## src/rtl/spi_reg_seq.sv

```systemverilog
// Register-access sequencer: turns one read/write request into a command word
// and a data word on an attached spi_master, then returns a response.
module spi_reg_seq #(
    parameter int DATA_WIDTH = 8,
    parameter int GAP_CYCLES = 2,
    parameter int TIMEOUT    = 1023
) (
    input  logic                  clk,
    input  logic                  reset,
    input  logic                  req_valid,
    output logic                  req_ready,
    input  logic                  req_rw,
    input  logic [DATA_WIDTH-2:0] req_addr,
    input  logic [DATA_WIDTH-1:0] req_wdata,
    output logic                  rsp_valid,
    input  logic                  rsp_ready,
    output logic [DATA_WIDTH-1:0] rsp_rdata,
    output logic                  rsp_err,
    output logic                  spi_go,
    output logic [DATA_WIDTH-1:0] spi_datai,
    input  logic [DATA_WIDTH-1:0] spi_datao,
    input  logic                  spi_busy,
    input  logic                  spi_done
);

    localparam int TW = $clog2(TIMEOUT);
    localparam int GW = (GAP_CYCLES > 0) ? $clog2(GAP_CYCLES + 1) : 1;
    localparam logic [TW-1:0] TIMER_LAST = TW'(TIMEOUT - 1);
    localparam logic [GW-1:0] GAP_LAST   = GW'((GAP_CYCLES > 0) ? GAP_CYCLES - 1 : 0);

    typedef enum logic [2:0] {
        IDLE,
        CMD_GO,
        CMD_WAIT,
        GAP,
        DATA_GO,
        DATA_WAIT,
        RESP
    } state_t;

    state_t                  state;
    logic                    rw_q;
    logic [DATA_WIDTH-2:0]   addr_q;
    logic [DATA_WIDTH-1:0]   wdata_q;
    logic [TW-1:0]           timer;
    logic [GW-1:0]           gap_cnt;
    logic                    seen_busy;
    logic                    complete;

    // A done pulse only counts once the master has been seen busy for this word.
    assign complete = seen_busy && !spi_busy && spi_done;

    always_ff @(posedge clk) begin
        if (reset) begin
            state     <= IDLE;
            req_ready <= 1'b1;
            rsp_valid <= 1'b0;
            rsp_rdata <= '0;
            rsp_err   <= 1'b0;
            spi_go    <= 1'b0;
            spi_datai <= '0;
            rw_q      <= 1'b0;
            addr_q    <= '0;
            wdata_q   <= '0;
            timer     <= '0;
            gap_cnt   <= '0;
            seen_busy <= 1'b0;
        end else begin
            case (state)
                IDLE: begin
                    if (req_valid) begin
                        rw_q      <= req_rw;
                        addr_q    <= req_addr;
                        wdata_q   <= req_wdata;
                        req_ready <= 1'b0;
                        spi_go    <= 1'b1;
                        spi_datai <= {req_rw, req_addr};
                        state     <= CMD_GO;
                    end
                end
                CMD_GO: begin
                    spi_go    <= 1'b0;
                    timer     <= '0;
                    seen_busy <= 1'b0;
                    state     <= CMD_WAIT;
                end
                CMD_WAIT: begin
                    seen_busy <= seen_busy | spi_busy;
                    timer     <= timer + 1'b1;
                    if (complete) begin
                        if (GAP_CYCLES > 0) begin
                            gap_cnt <= '0;
                            state   <= GAP;
                        end else begin
                            spi_go    <= 1'b1;
                            spi_datai <= rw_q ? '0 : wdata_q;
                            state     <= DATA_GO;
                        end
                    end else if (timer == TIMER_LAST) begin
                        // Abandon the transfer; the master is left to finish on its own.
                        rsp_valid <= 1'b1;
                        rsp_err   <= 1'b1;
                        rsp_rdata <= '0;
                        state     <= RESP;
                    end
                end
                GAP: begin
                    if (gap_cnt == GAP_LAST) begin
                        spi_go    <= 1'b1;
                        spi_datai <= rw_q ? '0 : wdata_q;
                        state     <= DATA_GO;
                    end else begin
                        gap_cnt <= gap_cnt + 1'b1;
                    end
                end
                DATA_GO: begin
                    spi_go    <= 1'b0;
                    timer     <= '0;
                    seen_busy <= 1'b0;
                    state     <= DATA_WAIT;
                end
                DATA_WAIT: begin
                    seen_busy <= seen_busy | spi_busy;
                    timer     <= timer + 1'b1;
                    if (complete) begin
                        rsp_valid <= 1'b1;
                        rsp_err   <= 1'b0;
                        rsp_rdata <= rw_q ? spi_datao : '0;
                        state     <= RESP;
                    end else if (timer == TIMER_LAST) begin
                        rsp_valid <= 1'b1;
                        rsp_err   <= 1'b1;
                        rsp_rdata <= '0;
                        state     <= RESP;
                    end
                end
                RESP: begin
                    if (rsp_ready) begin
                        rsp_valid <= 1'b0;
                        req_ready <= 1'b1;
                        state     <= IDLE;
                    end
                end
                default: state <= IDLE;
            endcase
        end
    end

endmodule

```

## config.mk

```make
export PLATFORM = sky130hd
export DESIGN_NAME = spi_reg_seq
export DESIGN_NICKNAME = d
export VERILOG_FILES = /design/src/rtl/spi_reg_seq.sv
export SDC_FILE = /design/constraint.sdc
export NUM_CORES = 1
export LEC_CHECK = 0
export ABC_AREA = 1
export CORE_UTILIZATION = 44
export CTS_CLUSTER_DIAMETER = 80
export CTS_CLUSTER_SIZE = 30
export DETAILED_ROUTE_END_ITERATION = 8
export PLACE_DENSITY_LB_ADDON = 0.3
export RECOVER_POWER = 50
export SLEW_MARGIN = 20
export SYNTH_ARGS = -nofsm -noshare
export SYNTH_HDL_FRONTEND = slang
export SYNTH_SLANG_ARGS = --single-unit
```

## constraint.sdc

```tcl
create_clock -name clk -period 1.3 [get_ports clk]
set_input_delay 0.39 -clock clk [delete_from_list [all_inputs] [get_ports clk]]
set_output_delay 0.39 -clock clk [all_outputs]
set_load 0.03 [all_outputs]
```

==> results of run 1 <==
worst max-delay path, stage by stage, from the launching register on:
cell	delay [ps]
dfxtp_1	350
nand2_1	80
nor2_2	150
inv_2	110
nor2_4	210
buf_12	160
nand3_1	90
a21oi_1	160
area by class of cell:
class	instances	area (um2)
clock buffer	6	82.58
multi-input combinational	196	1280
clock inverter	2	13.76
timing repair buffer	91	855.8
inverter	28	112.6
tap	52	65.06
sequential	45	915.9
fill	322	1149
timing repair:
item / in CTS / in global routing
gates cloned: 0 / 3
setup buffers: 7 / 5
pin swaps: 14 / 22
resized for setup: 30 / 86
endpoints found under the setup margin: 33 / 42
sequential cells by signal, indices dropped and copies added (netlist names):
signal and count:
spi_go 1, rsp_valid 1, rsp_err 1, gap_cnt 2, state 3, seen_busy 1, spi_datai 8, req_ready 1
rw_q 1, timer 10, wdata_q 8, rsp_rdata 8
power by group through the flow:
| stage | clock (uW) | combinational, uW | sequential [uW] |
|---|---|---|---|
| 3_5_place_dp | 0 | 1100 | 1640 |
| 3_3_place_gp | 0 | 1080 | 1640 |
| 5_1_grt | 1010 | 1520 | 1660 |
| 6_report | 917 | 1410 | 1650 |
| 2_1_floorplan | 0 | 552 | 1750 |
| 4_1_cts | 934 | 1200 | 1620 |
final timing paths:
kind,slack (ps),cells after the start,end,from
min,450,2,wdata_q[3]$_SDFFE_PP0P_,wdata_q[3]$_SDFFE_PP0P_
min reg2reg,450,2,wdata_q[3]$_SDFFE_PP0P_,wdata_q[3]$_SDFFE_PP0P_
max,-70,7,rsp_rdata[7]$_SDFFE_PP0P_,seen_busy$_SDFFE_PP0P_
max reg2reg,-70,7,rsp_rdata[7]$_SDFFE_PP0P_,seen_busy$_SDFFE_PP0P_
stage by stage:
stage	hold WS [ps]	setup TNS (ps)
floorplan	424.6	0
global placement	434.1	-11450
detailed placement	439.7	-12540
CTS	452.5	-162.6
global route	470.1	-2352
finish	451.8	-302.9
layer usage:
layer  track usage, %  part of all wire [%]
met1            27.14                    40
met2            39.21                    54
met3            4.843                   3.4
met4            8.444                   2.1
met5                0                     0
cells by family after synthesis:
logic type                 Yosys count  synth area share (%)
and+or+nand+nor                    100                 22.52
AOI/OAI and AO/OA                   92                 24.25
DFF                                 45                 43.01
buffers and inverters               39                 8.422
adders and majority gates            3                 1.792
cell usage after synthesis, drive strengths merged:
master   n
o211a    1
nor2    31
or2      1
o21a     1
clkbuf   4
a31oi    1
nand4    2
nand3b   2
nor3b    1
nor3     1
nand2   43
nand3   19
ha       3
dfxtp   45
a211oi   2
o21ai   49
inv     28
buf      7
a21boi   1
a21oi   37
==> results.py, run 1 <==
metrics = {
    "status": {
        "status": "complete, but fails checks",
        "violations": "setup timing",
    },
    "drt": {
        "vias": 2218,
        "first_pass_iters": 5,
        "ant_nets": 0,
        "vias_per_cell": 5.281,
        "drt_wl_total_um": 6116,
        "drc": 0,
        "drtIter0Drc": 116,
        "routedWlPerCell_um": 14.56,
    },
    "finish": {
        "antenna_cells": 0,
        "drive_gt1_share_pct": 41.58,
        "design_area_um2": 3326,
        "mostFrequentLayoutCells": "buf_4 (52), dfxtp_1 (37), a21oi_1 (31)",
        "final_common_cell": "buf_4",
        "area_delta_synth_final_pct": 58.78,
        "fin_util_pct": 74.33,
        "fin_nets": 400,
        "final_cells": 420,
    },
    "setup_path": {
        "worst_ep_required_time_ps": 1540,
        "cp-end-kind": "flop",
        "critical_path_class": "reg -> reg",
        "cp_max_fo": 8,
        "critical_path_arrival_ps": 1610,
        "crit_path_start_kind": "flop",
    },
    "clocking": {
        "cts_buffer_depth": 2,
        "ctsRootBufferMaster": "clkbuf_8",
        "htreeDepth": 2,
        "clk_pin_slew_worst_paths_ps": 90,
        "clk_latency_ps": 310,
        "cts-buffers-inserted": 5,
        "cts_sinks": 45,
        "tritoncts": "done",
        "cts_hold_buf": 0,
    },
    "sta": {
        "fmax_mhz": 731.2,
        "rsz0062_at_grt": "true",
        "tightest_slew_ps": 312.4,
        "hold_viol_final": 0,
        "worst_slack_ps": -67.64,
        "setup_viol": 18,
        "clock_skew_ps": 10.03,
        "fin_crit_ps": 1368,
        "timing.slew.headroom_pct": 79.14,
        "fin_crit_sh_pct": 105.2,
        "drv_slew": 0,
    },
    "placement": {
        "placed_cells_incl_taps": 397,
        "dp_hpwl_um": 3635,
        "routabilityCongestion": 0.8441,
        "pre_cts_slack_ps": -647.6,
        "place.port_buffers": 49,
        "placed_area_um2": 2764,
    },
    "yosys": {
        "syn_area_per_cell_um2": 7.507,
        "syn-instance-count": 279,
        "yosysTopAreaCellShare_pct": 43.01,
        "ys_top_cells_by_area": "dfxtp_1 (43%), o21ai_0 (10%), a21oi_1 (8.6%), nand2_1 (6.8%), nand3_1 (4.5%)",
        "synth-seq-cells": 45,
        "synth-seq-area-share_pct": 43.01,
        "ys_types": 32,
        "synth_area_leader_cell": "dfxtp_1",
        "ys_warn_count": 0,
        "synth_area_um2": 2095,
        "syn-num-nets": 312,
    },
    "floorplanning": {
        "design.core.area_um2": 4474,
        "die_x_um": 71.00,
        "die_area_um2": 5040,
        "pin_count": 50,
        "fp-row-count": 24,
        "die_h_um": 71.00,
        "start_util_pct": 46.81,
    },
    "power": {
        "ir_drop_v": 0.0008259,
        "power.density_nw_per_um2": 1195,
        "clkPwrFrac_pct": 23.1,
        "combPwrFrac_pct": 35.4,
        "p_leak_uw": 0.001342,
        "intPower_uw": 2587,
        "finalPower_uw": 3973,
        "power_frac_seq_pct": 41.5,
        "swShare_pct": 34.88,
        "switchingPower_uw": 1386,
    },
    "grt": {
        "antenna_found_initial": 0,
        "grt_start_max_net_pins": 26,
        "track_usage_pct": 22.47,
        "grt_pass1_wl_um": 8866,
        "grt_pass1_vias": 2032,
        "gr-total-overflow": 0,
    },
    "hold_path": {
        "hp-class": "reg -> reg",
    },
    "run": {
        "cap_violations": 0,
    },
}
(Power assumes the default switching activity.)
==> run 2, diff against run 1 <==
Settings changed: CTS_CLUSTER_SIZE 30 to not set.
==> results of run 2 <==
Final layout, timing and power as in run 1 (identical DEF).
